**src/rtl/ws2812_stream_tx.sv**
```systemverilog
// WS2812/SK6812 chain driver: pixels arrive on a valid/ready stream and are
// serialised MSB-first with programmable bit timing, latch gap and stall abort.
module ws2812_stream_tx #(
    parameter int CLK_FRE  = 50_000_000,
    parameter int LED_NUM  = 64,
    parameter int BPP      = 24,
    parameter int T0H_NS   = 400,
    parameter int T0L_NS   = 850,
    parameter int T1H_NS   = 800,
    parameter int T1L_NS   = 450,
    parameter int LATCH_US = 300,
    parameter int STALL_US = 20
) (
    input  logic           clk,
    input  logic           rst_n,
    input  logic           start,
    input  logic           pix_valid,
    output logic           pix_ready,
    input  logic [BPP-1:0] pix_data,
    output logic           busy,
    output logic           frame_done,
    output logic           underrun,
    output logic           ws_dout,
    output logic [2:0]     dbg_state_o
);

    function automatic int max2(input int a, input int b);
        return (a > b) ? a : b;
    endfunction

    localparam int CPU   = CLK_FRE / 1_000_000;
    localparam int T0H   = CPU * T0H_NS / 1000;
    localparam int T0L   = CPU * T0L_NS / 1000;
    localparam int T1H   = CPU * T1H_NS / 1000;
    localparam int T1L   = CPU * T1L_NS / 1000;
    localparam int LATCH = CPU * LATCH_US;
    localparam int STALL = CPU * STALL_US;
    localparam int TMAX  = max2(max2(max2(T0H, T0L), max2(T1H, T1L)), max2(LATCH, STALL));
    localparam int TW    = $clog2(TMAX + 1);
    localparam int BW    = (BPP > 1) ? $clog2(BPP) : 1;
    localparam int IW    = (LED_NUM > 1) ? $clog2(LED_NUM) : 1;

    localparam logic [TW-1:0] T0H_M1   = TW'(T0H - 1);
    localparam logic [TW-1:0] T0L_M1   = TW'(T0L - 1);
    localparam logic [TW-1:0] T1H_M1   = TW'(T1H - 1);
    localparam logic [TW-1:0] T1L_M1   = TW'(T1L - 1);
    localparam logic [TW-1:0] LATCH_M1 = TW'(LATCH - 1);
    localparam logic [TW-1:0] STALL_M1 = TW'(STALL - 1);
    localparam logic [BW-1:0] BIT_LAST = BW'(BPP - 1);
    localparam logic [IW-1:0] IDX_LAST = IW'(LED_NUM - 1);

    // Handshake: a pixel moves on a rising clk edge where pix_valid and pix_ready
    // are both high; pix_ready is high only in LOAD, and pix_valid may wait freely.
    typedef enum logic [2:0] {
        IDLE  = 3'd0,
        LOAD  = 3'd1,
        HIGH  = 3'd2,
        LOW   = 3'd3,
        LATCH_S = 3'd4
    } state_t;

    state_t          state_q;
    logic [TW-1:0]   tmr_q;
    logic [BPP-1:0]  shift_q;
    logic [BW-1:0]   bit_q;
    logic [IW-1:0]   idx_q;
    logic            ws_dout_q;
    logic            pix_ready_q;
    logic            busy_q;
    logic            frame_done_q;
    logic            underrun_q;
    logic [TW-1:0]   hi_last_d;
    logic [TW-1:0]   lo_last_d;

    assign hi_last_d = shift_q[BPP-1] ? T1H_M1 : T0H_M1;
    assign lo_last_d = shift_q[BPP-1] ? T1L_M1 : T0L_M1;

    always_ff @(posedge clk or negedge rst_n) begin
        if (!rst_n) begin
            state_q      <= IDLE;
            tmr_q        <= '0;
            shift_q      <= '0;
            bit_q        <= '0;
            idx_q        <= '0;
            ws_dout_q    <= 1'b0;
            pix_ready_q  <= 1'b0;
            busy_q       <= 1'b0;
            frame_done_q <= 1'b0;
            underrun_q   <= 1'b0;
        end else begin
            frame_done_q <= 1'b0;
            underrun_q   <= 1'b0;
            case (state_q)
                IDLE: begin
                    if (start) begin
                        state_q     <= LOAD;
                        idx_q       <= '0;
                        tmr_q       <= '0;
                        pix_ready_q <= 1'b1;
                        busy_q      <= 1'b1;
                    end
                end
                LOAD: begin
                    if (pix_valid && pix_ready_q) begin
                        shift_q     <= pix_data;
                        bit_q       <= '0;
                        tmr_q       <= '0;
                        pix_ready_q <= 1'b0;
                        ws_dout_q   <= 1'b1;
                        state_q     <= HIGH;
                    end else if (idx_q != '0) begin
                        // The first pixel of a frame may wait forever; later ones abort on stall.
                        if (tmr_q == STALL_M1) begin
                            underrun_q  <= 1'b1;
                            pix_ready_q <= 1'b0;
                            tmr_q       <= '0;
                            state_q     <= LATCH_S;
                        end else begin
                            tmr_q <= tmr_q + 1'b1;
                        end
                    end
                end
                HIGH: begin
                    if (tmr_q == hi_last_d) begin
                        tmr_q     <= '0;
                        ws_dout_q <= 1'b0;
                        state_q   <= LOW;
                    end else begin
                        tmr_q <= tmr_q + 1'b1;
                    end
                end
                LOW: begin
                    if (tmr_q == lo_last_d) begin
                        tmr_q <= '0;
                        if (bit_q != BIT_LAST) begin
                            bit_q     <= bit_q + 1'b1;
                            shift_q   <= {shift_q[BPP-2:0], 1'b0};
                            ws_dout_q <= 1'b1;
                            state_q   <= HIGH;
                        end else if (idx_q != IDX_LAST) begin
                            idx_q       <= idx_q + 1'b1;
                            pix_ready_q <= 1'b1;
                            state_q     <= LOAD;
                        end else begin
                            state_q <= LATCH_S;
                        end
                    end else begin
                        tmr_q <= tmr_q + 1'b1;
                    end
                end
                LATCH_S: begin
                    // The frame_done cycle is spent still in LATCH so a start there is ignored.
                    if (frame_done_q) begin
                        state_q <= IDLE;
                    end else if (tmr_q == LATCH_M1) begin
                        tmr_q        <= '0;
                        frame_done_q <= 1'b1;
                        busy_q       <= 1'b0;
                    end else begin
                        tmr_q <= tmr_q + 1'b1;
                    end
                end
                default: begin
                    state_q     <= IDLE;
                    ws_dout_q   <= 1'b0;
                    pix_ready_q <= 1'b0;
                    busy_q      <= 1'b0;
                end
            endcase
        end
    end

    assign ws_dout     = ws_dout_q;
    assign pix_ready   = pix_ready_q;
    assign busy        = busy_q;
    assign frame_done  = frame_done_q;
    assign underrun    = underrun_q;
    assign dbg_state_o = state_q;

endmodule

```
**config.mk**
```make
export PLATFORM = sky130hd
export DESIGN_NAME = ws2812_stream_tx
export DESIGN_NICKNAME = d
export VERILOG_FILES = /design/src/rtl/ws2812_stream_tx.sv
export SDC_FILE = /design/constraint.sdc
export NUM_CORES = 1
export LEC_CHECK = 0
export BUFFER_PORTS_ARGS = -buffer_cell sky130_fd_sc_hd__buf_2
export CORE_MARGIN = 1
export CORE_UTILIZATION = 55
export DETAILED_ROUTE_END_ITERATION = 12
export PLACE_DENSITY_LB_ADDON = 0.05
export SKIP_CTS_REPAIR_TIMING = 1
export SLEW_MARGIN = 20
export SYNTH_ARGS = -nofsm -noshare
export SYNTH_HDL_FRONTEND = slang
export SYNTH_SLANG_ARGS = --single-unit
```
**constraint.sdc**
```tcl
create_clock -name clk -period 4.9 [get_ports clk]
set_input_delay 0.98 -clock clk [delete_from_list [all_inputs] [get_ports clk]]
set_output_delay 0.98 -clock clk [all_outputs]
set_load 0.01 [all_outputs]
```
==> metrics.md, run 1 <==
| Metric | Value |
|---|---|
| Number of buffers created by CTS | 9 |
| Cell family with most CP delay | simple AND/OR/NAND/NOR gates |
| Setup-failing EPs final | 0 |
| CP dominant cell by count | nand2_1 |
| Initial DRC Count | 167 |
| Unrepaired setup endpoints after global routing | false |
| Status | finished clean |
| Die Width | 77.3 um |
| Layout cells sized above 1 | 16.4% |
| GR met1 Demand/Resource | 32.7% |
| Crit path capture type | flop |
| Register area share after synthesis | 45.7% |
| Global routing usage on met2 | 39.8% |
| VDD IR max | 0.000293 V |
| Crit share post-route | 62.5% |
| Routability Congestion | 0.883 |
| Syn Inst Count | 358 |
| Grt ovf | 0 |
| Die area | 5980 um^2 |
| CTS tree | built |
| Sink Count | 57 |
| Worst rel slew slack | 36.1% |
| Worst Path Arrival | 3.32 ns |
| Crit Path Category | flop to flop |
| Prevailing post-synth register cell | dfrtp_1 |
| Async SR Flop Fraction | 100% |
| Finished Layout Cells | 468 |
| Bufs on Longest Clock Path | 2 |
| Largest net degree at the start of global routing | 58 |
| Cell area power density | 431 nW/um^2 |
| Yosys warnings | 0 |
| Drt total wl | 6.73 mm |
| Largest stage delay on the critical path | 0.59 ns |
| Setup WS pre-CTS | 1.88 ns |
| Layout Area Growth over Synthesis | 12.5% |
| Post-Syn Area | 3120 um^2 |
| Mapped Nets | 391 |
| DRC | 0 |
| DP Area | 3320 um^2 |
| Final WS setup | 1.84 ns |
| First-pass DRT Iterations | 4 |
| Worst path bufs/invs | 0 |
| CP max stage cell | nand2_1 |
| Final hold slack | 0.501 ns |
| First-pass GRT wire length | 11.8 mm |
| Fin. Hold Viols | 0 |
| Worst-path fanout max | 31 |
| Post-DRT Antenna Nets | 0 |
| Fin. max-slew vios | 0 |
| Total GRT Usage | 25.1% |
| Final setup TNS | 0 ns |
| GR peak layer | met2 |
| CP Launch Type | flop |
| Routed vias/inst | 5.68 |
| Port Buffers | 35 |
| N_diodes | 0 |
| Max-cap violations | 0 |
| Skew final | 0.0124 ns |
| Dpl hpwl | 4.52 mm |
| Worst skew pair latency | 0.34 ns |
| Antenna violations before repair | 0 |
| Leak pwr | 1.56 nW |
| Via total after detailed routing | 2657 |
| Finished Cell Area | 3510 um^2 |
| Final #Nets | 425 |
| Post-synth EDFFs | 0 |
| Clock transition at the registers of the reported paths | 0.06 ns |
| Row count | 27 |
| Routed length per instance | 14.4 um |
| Met3 usage | 7.18% |
| Worst Hold Class | flop to flop |
| Htree depth | 3 |
| WP data required | 5.15 ns |
| F_max | 0.327 GHz |
| Core Area | 5470 um^2 |
| Cell Chain, Critical Path | nor2b_1 -> nand2_1 -> o21ai_0 -> nand2_1 -> or3_1 -> a21oi_1 |
| Netlist cell types | 56 |
| Actual slew at the worst max-slew pin | 0.957 ns |
| Clock Root Buffer | clkbuf_8 |
| Effective utilization at floorplan | 57.0% |
| Filler Cells Inserted | 505 |
| Crit path time final | 3.06 ns |
| Mean Syn Cell Area | 8.72 um^2 |
| Die Y-Extent | 77.3 um |
| Vias in the first global route | 2565 |
| I/O pins | 36 |
| DP Cell Count | 453 |
| Post-synthesis register bit count | 57 |
## where the power goes
group / total (mW) / switching, mW / internal, mW
logic: 0.341 / 0.170 / 0.172
clock network: 0.436 / 0.191 / 0.245
registers: 0.737 / 0.125 / 0.612
## cell usage in the layout, fill, tap and decap left out, drive strengths merged, types with 3 or more instances in the layout
cell type  count
buf           37
o21ai         25
xor2           4
nand3         12
ha             5
nor3          51
dfrtp         57
nor4           6
o31ai          4
a21oi         10
a22o           6
nand2         28
inv            7
nor2          69
or4            3
clkinv         3
nand2b         3
and2           3
o211ai         3
nor2b          5
or3            3
nor3b          3
and3           7
clkbuf        10
## cells by family (layout without fill, tap and decap cells)
family / count (synthesis) / in the layout / share of synthesized area, %
simple gates: 204 / 204 / 32.7
buf+inv: 21 / 59 / 3.49
fa+ha+maj: 5 / 5 / 2.00
xor+xnor: 6 / 6 / 1.68
compound gates: 64 / 64 / 14.1
flops: 57 / 57 / 45.7
mux: 1 / 1 / 0.361
## metrics by stage
step / utilization (%) / power, mW
final: 64.2 / 1.51
after CTS: 64.2 / 1.53
after global placement: 60.7 / 1.08
after floorplan: - / 0.989
after global routing: 64.2 / 1.62
after detailed placement: 60.7 / 1.09
## final timing paths
path                                 from              to  slack (ns)  depth (start not counted)
max in group asynchronous           rst_n  dbg_state_o[1]        3.63                          2
setup reg to reg           dbg_state_o[1]        bit_q[3]        1.84                          6
hold reg to reg                shift_q[0]      shift_q[0]        0.50                          1
min in group asynchronous           rst_n      shift_q[6]        0.77                          2
setup / recovery           dbg_state_o[1]        bit_q[3]        1.84                          6
hold / removal                 shift_q[0]      shift_q[0]        0.50                          1
## cell usage after synthesis, types with 2 or more instances
cell | instances | share of area, %
ha_1 | 5 | 2.0
nand4_1 | 2 | 0.40
o2bb2ai_1 | 2 | 0.56
nor4bb_1 | 2 | 0.64
a21o_1 | 2 | 0.48
nor2b_1 | 5 | 1.0
nor3_1 | 50 | 8.0
nor3b_1 | 2 | 0.48
a22o_1 | 6 | 1.7
nand2b_1 | 3 | 0.60
xor2_1 | 4 | 1.1
nor4_1 | 5 | 1.0
or3_1 | 2 | 0.40
and2_1 | 3 | 0.60
o41ai_1 | 2 | 0.56
xnor2_1 | 2 | 0.56
nor2_1 | 68 | 8.2
or4_1 | 2 | 0.48
inv_1 | 7 | 0.84
o211ai_1 | 3 | 0.72
o21ai_0 | 23 | 3.7
o31ai_1 | 4 | 0.96
buf_6 | 3 | 1.1
dfrtp_1 | 57 | 46
a21oi_1 | 10 | 1.6
buf_2 | 2 | 0.32
a22oi_1 | 2 | 0.48
o21ai_1 | 2 | 0.32
clkbuf_1 | 7 | 0.84
and3_1 | 7 | 1.4
nand2_1 | 28 | 3.4
nand3_1 | 12 | 1.9
## sequential cells by signal, indices dropped and copies added (netlist names), 3 cells and up
signal / cells
tmr_q: 14
shift_q: 24
dbg_state_o: 3
bit_q: 5
idx_q: 6
## layout make-up
class,count,area (um^2),area share (%)
clock inverters,5,56.3,1.60
clock buffers,10,138,3.92
repair buffers,37,190,5.41
flip-flops and latches,57,1430,40.6
inverters,7,26.3,0.748
well taps,72,90.1,2.56
multi-input cells,280,1590,45.2
## routing by layer
layer	part of all wire (%)	vias up	wire [um]
met5	0	-	0
met3	3.6	10	240
met2	48	42	3210
met1	47	1267	3170
met4	1.6	0	108
li1	-	1338	-
Note: power is estimated with default switching activity, not from simulation.
==> run 2: changes to the inputs <==
--- a/config.mk
+++ b/config.mk
@@ -7,7 +7,7 @@
 export LEC_CHECK = 0
 export BUFFER_PORTS_ARGS = -buffer_cell sky130_fd_sc_hd__buf_2
 export CORE_MARGIN = 1
-export CORE_UTILIZATION = 55
+export CORE_UTILIZATION = 53
 export DETAILED_ROUTE_END_ITERATION = 12
 export PLACE_DENSITY_LB_ADDON = 0.05
 export SKIP_CTS_REPAIR_TIMING = 1
==> constraint.sdc (replaced) <==
create_clock -name clk -period 2.7 [get_ports clk]
set_input_delay 0.54 -clock clk [delete_from_list [all_inputs] [get_ports clk]]
set_output_delay 0.54 -clock clk [all_outputs]
set_load 0.01 [all_outputs]
==> metrics.md, run 2 (synthesized netlist as in run 1, its figures left out) <==
| Metric | Value |
|---|---|
| Status | finished clean |
| Crit path time final | 2.48 ns (-0.587 ns) |
| WP data required | 2.93 ns (-2.22 ns) |
| Largest Register | shift_q |
| Post-DRT Antenna Nets | 0 (unchanged) |
| Htree depth | 3 (unchanged) |
| Clock transition at the registers of the reported paths | 0.07 ns (about the same) |
| VDD IR max | 0.000447 V (+53%) |
| Port Buffers | 35 (unchanged) |
| Overall power | 2.88 mW (+90%) |
| Row count | 27 (unchanged) |
| CP Launch Type | flop |
| Worst reg2reg path depth | 6 (unchanged) |
| Worst path bufs/invs | 0 (unchanged) |
| Routed length per instance | 14.2 um (-1.6%) |
| Fin. max-slew vios | 0 (unchanged) |
| Routed vias/inst | 5.66 (-0.31%) |
| Cell family with most CP delay | simple AND/OR/NAND/NOR gates |
| Cell Chain, Critical Path | or4b_1 -> or4_1 -> o2bb2ai_1 -> o21ba_4 -> nor2_4 -> mux2_2 |
| First-pass DRT Iterations | 4 (unchanged) |
| Fin. Hold Viols | 0 (unchanged) |
| Grt ovf | 0 (unchanged) |
| Routability Congestion | 0.872 (-1.3%) |
| Unrepaired setup endpoints after global routing | false |
| Worst Path Arrival | 2.70 ns (-0.62 ns) |
| Cell area power density | 798 nW/um^2 (+85%) |
| Commonest non-fill, non-tap cells in the layout | nor2_1, dfrtp_1, nor3_1, buf_2, nand2_1 |
| Layout cells sized above 1 | 18.1% (+1.7 points) |
| Number of buffers created by CTS | 9 (unchanged) |
| Die area | 6200 um^2 (+3.7%) |
| Initial DRC Count | 149 (-11%) |
| Commonest non-fill, non-tap cell in the layout | nor2_1 |
| Worst-path fanout max | 8 (-74%) |
| Final setup TNS | 0 ns (unchanged) |
| Bufs on Longest Clock Path | 2 (unchanged) |
| Actual slew at the worst max-slew pin | 0.714 ns (-0.242 ns) |
| CP max stage cell | or4b_1 |
| Final hold slack | 0.348 ns (-0.153 ns) |
| Antenna violations before repair | 0 (unchanged) |
| Largest regs | shift_q x24, tmr_q x14, idx_q x6 |
| Die Y-Extent | 78.7 um (+1.8%) |
| F_max | 0.404 GHz (+24%) |
| Skew final | 0.0118 ns (-0.000646 ns) |
| Largest net degree at the start of global routing | 58 (unchanged) |
| Setup-failing EPs final | 0 (unchanged) |
| Crit path capture type | flop |
| First-pass GRT wire length | 11.9 mm (+1.1%) |
| Crit share post-route | 91.7% (+29 points) |
| Final WS setup | 0.224 ns (-1.61 ns) |
| Dpl hpwl | 4.62 mm (+2.2%) |
| Max reg flops | 24 (unchanged) |
| I/O pins | 36 (unchanged) |
| Layout Area Growth over Synthesis | 15.4% |
| Leak pwr | 1.61 nW (+3.7%) |
| Vias in the first global route | 2551 (-0.55%) |
| N_diodes | 0 (unchanged) |
| Max-cap violations | 0 (unchanged) |
| Sink Count | 57 (unchanged) |
| Setup WS pre-CTS | 0.232 ns (-1.65 ns) |
| Crit Path Category | flop to flop |
| DRC | 0 (unchanged) |
| Via total after detailed routing | 2694 (+1.4%) |
| Worst skew pair latency | 0.34 ns (about the same) |
| Worst rel slew slack | 52.4% (+16 points) |
| CTS tree | built |
| Crit path depth | 6 (unchanged) |
| Die Width | 78.7 um (+1.8%) |
| Worst Hold Class | primary input to async pin |
| Core Area | 5610 um^2 (+2.5%) |
| Clock Root Buffer | clkbuf_8 |
| Drt total wl | 6.74 mm (+0.10%) |
| Final #Nets | 434 (+2.1%) |
| Final core occ | 64.3% (about the same) |
| Effective utilization at floorplan | 55.7% (-1.4 points) |
| Total GRT Usage | 24.7% (-0.39 points) |
| Largest stage delay on the critical path | 0.56 ns (-0.03 ns) |
==> run 2: cell count changes in the layout (fill, tap and decap cells not counted) <==
cell and delta:
clkinvlp_4 -1, clkinv_4 -1, clkinv_2 -1, buf_4 +9, bufinv_16 +1, clkbuf_8 +1
==> run 2: where the power goes <==
part | leakage, nW | switching [mW] | internal (mW) | total (mW)
Combinational | 0.771 | 0.346 | 0.334 | 0.680
Sequential | 0.732 | 0.196 | 1.11 | 1.31
Clock | 0.111 | 0.331 | 0.558 | 0.889
==> run 2: worst paths after layout <==
kind,from,end,slack [ns]
worst max-delay path,tmr_q[6],tmr_q[0],0.22
worst min-delay path,rst_n,shift_q[6],0.35
worst max register to register,tmr_q[6],tmr_q[0],0.22
worst min register to register,bit_q[1],bit_q[1],0.50
max in group asynchronous,rst_n,tmr_q[13],1.89
min in group clk,pix_data[0],shift_q[0],0.45
==> run 2: metal layers <==
layer	routed length [um]	GRT usage [%]	part of all wire [%]
met1	3410	34.2	51
met4	14	7.22	0.21
met5	0	0	0
met3	269	6.55	4.0
met2	3050	38.2	45
==> run 2: worst register-to-register path, delay by kind of cell (launching register included) <==
family             cells  cell delay, ns
DFF                    1            0.45
and+or+nand+nor        3            1.14
muxes                  1            0.29
AOI/OAI and AO/OA      2            0.51
==> run 2: metrics by stage <==
| stage | area, um^2 | cells |
|---|---|---|
| floorplan | 3120 | 358 |
| global placement | 3390 | 462 |
| detailed placement | 3390 | 462 |
| CTS | 3600 | 476 |
| global route | 3600 | 476 |
| finish | 3600 | 476 |
==> run 2: cell type report <==
cell class | instances | area (um^2)
Fill cell | 490 | 2000
Tap cell | 72 | 90.1
Inverter | 7 | 26.3
Clock buffer | 11 | 151
Multi-Input combinational cell | 280 | 1590
Clock inverter | 3 | 65.1
Sequential cell | 57 | 1430
Timing Repair Buffer | 46 | 258
==> run 3: changes to the inputs <==
--- a/config.mk
+++ b/config.mk
@@ -5,9 +5,10 @@
 export SDC_FILE = /design/constraint.sdc
 export NUM_CORES = 1
 export LEC_CHECK = 0
+export ABC_AREA = 1
 export BUFFER_PORTS_ARGS = -buffer_cell sky130_fd_sc_hd__buf_2
 export CORE_MARGIN = 1
-export CORE_UTILIZATION = 53
+export CORE_UTILIZATION = 54
 export DETAILED_ROUTE_END_ITERATION = 12
 export PLACE_DENSITY_LB_ADDON = 0.05
 export SKIP_CTS_REPAIR_TIMING = 1
==> metrics.md, run 3 <==
| Metric | Value |
|---|---|
| Cell Chain, Critical Path | nor2_2 -> inv_2 -> nand2_1 -> nand3_1 -> nor2_4 -> inv_1 -> nor3_1 -> nor2_1 |
| Top-count cell post-synth | nand2_1 |
| Antenna violations before repair | 0 (unchanged) |
| Die Y-Extent | 83.4 um (+5.9%) |
| Async SR Flop Fraction | 100% (unchanged) |
| WP data required | 2.92 ns (about the same) |
| CTS tree | built |
| Worst-path fanout max | 23 (+15) |
| Worst path bufs/invs | 2 (+2) |
| Multi-input gate area | 1820 um^2 (+15%) |
| Final hold slack | 0.105 ns (-0.243 ns) |
| Htree depth | 3 (unchanged) |
| Layout Area Growth over Synthesis | 10.9% |
| First-pass GRT wire length | 14.4 mm (+21%) |
| Largest stage delay on the critical path | 0.47 ns (-0.09 ns) |
| Cell family with most CP delay | simple AND/OR/NAND/NOR gates |
| Row count | 29 (+7.4%) |
| Cell area power density | 902 nW/um^2 (+13%) |
| Status | finished clean |
| Actual slew at the worst max-slew pin | 0.527 ns (-0.188 ns) |
| CP Launch Type | flop |
| Largest Register | shift_q |
| Largest regs | shift_q x24, tmr_q x14, idx_q x6 |
| Register area share after synthesis | 39.9% (-5.8 points) |
| Final setup TNS | 0 ns (unchanged) |
| Leak pwr | 2.34 nW (+45%) |
| Routed length per instance | 12.1 um (-14%) |
| Clock Root Buffer | clkbuf_8 |
| Fin. max-slew vios | 0 (unchanged) |
| Worst Path Arrival | 2.37 ns (-0.33 ns) |
| Post-DRT Antenna Nets | 0 (unchanged) |
| Max reg flops | 24 (unchanged) |
| Vias in the first global route | 3202 (+26%) |
| N_diodes | 0 (unchanged) |
| Syn Inst Count | 555 (+55%) |
| Post-Syn Area | 3580 um^2 (+15%) |
| Core Area | 6390 um^2 (+14%) |
| Clock transition at the registers of the reported paths | 0.07 ns (about the same) |
| First-pass DRT Iterations | 5 (+1) |
| Initial DRC Count | 191 (+28%) |
| Top cells by area, synth | dfrtp_1, nand2_1, nand3_1, inv_1, nor2_1 |
| Via total after detailed routing | 3404 (+26%) |
| Effective utilization at floorplan | 56.0% (+0.37 points) |
| Worst Hold Class | primary input to async pin |
| Grt ovf | 0 (unchanged) |
| Fin. Hold Viols | 0 (unchanged) |
| Total GRT Usage | 25.8% (+1.1 points) |
| Crit path capture type | flop |
| Netlist cell types | 30 (-46%) |
| VDD IR max | 0.000483 V (+8.0%) |
| Mapped Nets | 588 (+50%) |
| F_max | 0.465 GHz (+15%) |
| Yosys warnings | 0 (unchanged) |
| Dpl hpwl | 5.82 mm (+26%) |
| Bufs on Longest Clock Path | 2 (unchanged) |
| Crit share post-route | 79.7% (-12 points) |
| FF/Latch Area | 1430 um^2 (unchanged) |
| Die area | 6960 um^2 (+12%) |
| Drt total wl | 8.15 mm (+21%) |
| Routed vias/inst | 5.06 (-11%) |
| Crit Path Category | flop to flop |
| Largest net degree at the start of global routing | 36 (-38%) |
| Max-cap violations | 0 (unchanged) |
| DRC | 0 (unchanged) |
| I/O pins | 36 (unchanged) |
| Filler Cells Inserted | 625 (+28%) |
| Unrepaired setup endpoints after global routing | false |
| Final #Nets | 624 (+44%) |
| Mean Syn Cell Area | 6.45 um^2 (-26%) |
| Post-synth EDFFs | 0 (unchanged) |
| Post-synthesis register bit count | 57 (unchanged) |
| Setup-failing EPs final | 0 (unchanged) |
| Skew final | 0.0115 ns (-0.000286 ns) |
| Commonest non-fill, non-tap cell in the layout | nand2_1 |
| Port Buffers | 35 (unchanged) |
| Routability Congestion | 0.909 (+4.3%) |
| Dominant cell type by area after synthesis | dfrtp_1 |
| Worst skew pair latency | 0.34 ns (about the same) |
| Die Width | 83.4 um (+5.9%) |
| Sink Count | 57 (unchanged) |
| Overall power | 3.58 mW (+24%) |
| Crit path time final | 2.15 ns (-0.325 ns) |
| Final core occ | 62.2% (-2.1 points) |
| Number of buffers created by CTS | 9 (unchanged) |
| Worst rel slew slack | 64.8% (+12 points) |
| Layout cells sized above 1 | 12.4% (-5.7 points) |
| CP max stage cell | dfrtp_1 |
| Post-synth top cells | nand2_1, dfrtp_1, inv_1 |
| Commonest non-fill, non-tap cells in the layout | nand2_1, dfrtp_1, inv_1, nor2_1, nand3_1 |
| Prevailing post-synth register cell | dfrtp_1 |
| Synth top area share | 39.9% (-5.8 points) |
[run 3: cell type report]
| type | count | area share (%) |
|---|---|---|
| clock buffer | 11 | 3.81 |
| clock inverter | 5 | 0.756 |
| inverter | 62 | 5.86 |
| multi-input combinational | 421 | 45.9 |
| sequential | 57 | 35.9 |
| tap | 77 | 2.43 |
| timing repair buffer | 40 | 5.36 |
[run 3: metal layers]
layer	vias up	wire [um]	global-route usage (%)
met3	10	392	4.77
li1	1764	-	-
met4	0	121	9.56
met2	81	3700	41.5
met5	-	0	0
met1	1549	3940	34.8
[run 3: final timing paths]
kind,start,to,slack [ns],cells after the start
max,dbg_state_o[1],tmr_q[11],0.55,8
min,rst_n,idx_q[4],0.10,1
max reg2reg,dbg_state_o[1],tmr_q[11],0.55,8
min reg2reg,shift_q[8],shift_q[8],0.48,2
max in group asynchronous,rst_n,tmr_q[13],1.92,2
min in group clk,shift_q[8],shift_q[8],0.48,2
[run 3: worst reg2reg max path, cell delays in order (launching register included)]
cell and delay (ns):
dfrtp_1 0.47, nor2_2 0.25, inv_2 0.09, nand2_1 0.06
nand3_1 0.12, nor2_4 0.44, inv_1 0.24, nor3_1 0.28
nor2_1 0.07
[run 3: logic make-up (layout without fill, tap and decap cells)]
family | Yosys count | in the layout | share of synthesized area (%)
flip-flops | 57 | 57 | 39.9
XOR/XNOR | 7 | 7 | 1.71
adder cells (fa/ha/maj) | 5 | 5 | 1.75
buffers and inverters | 77 | 118 | 9.27
AND/OR/NAND/NOR | 389 | 389 | 44.2
AO/OA/AOI/OAI | 20 | 20 | 3.25
[run 3: where the power goes]
group | switching [mW] | internal (mW) | total, mW
sequential | 0.168 | 1.10 | 1.27
clock | 0.365 | 0.378 | 0.742
combinational | 1.09 | 0.477 | 1.57
total | 1.62 | 1.95 | 3.58
[run 3: per-stage QoR]
stage	setup WS (ns)	instances	area [um^2]
6_report	0.549	673	3970
5_1_grt	0.391	673	3970
4_1_cts	0.594	673	3970
3_5_place_dp	0.618	657	3790
3_3_place_gp	0.657	657	3790
2_1_floorplan	1.14	555	3580
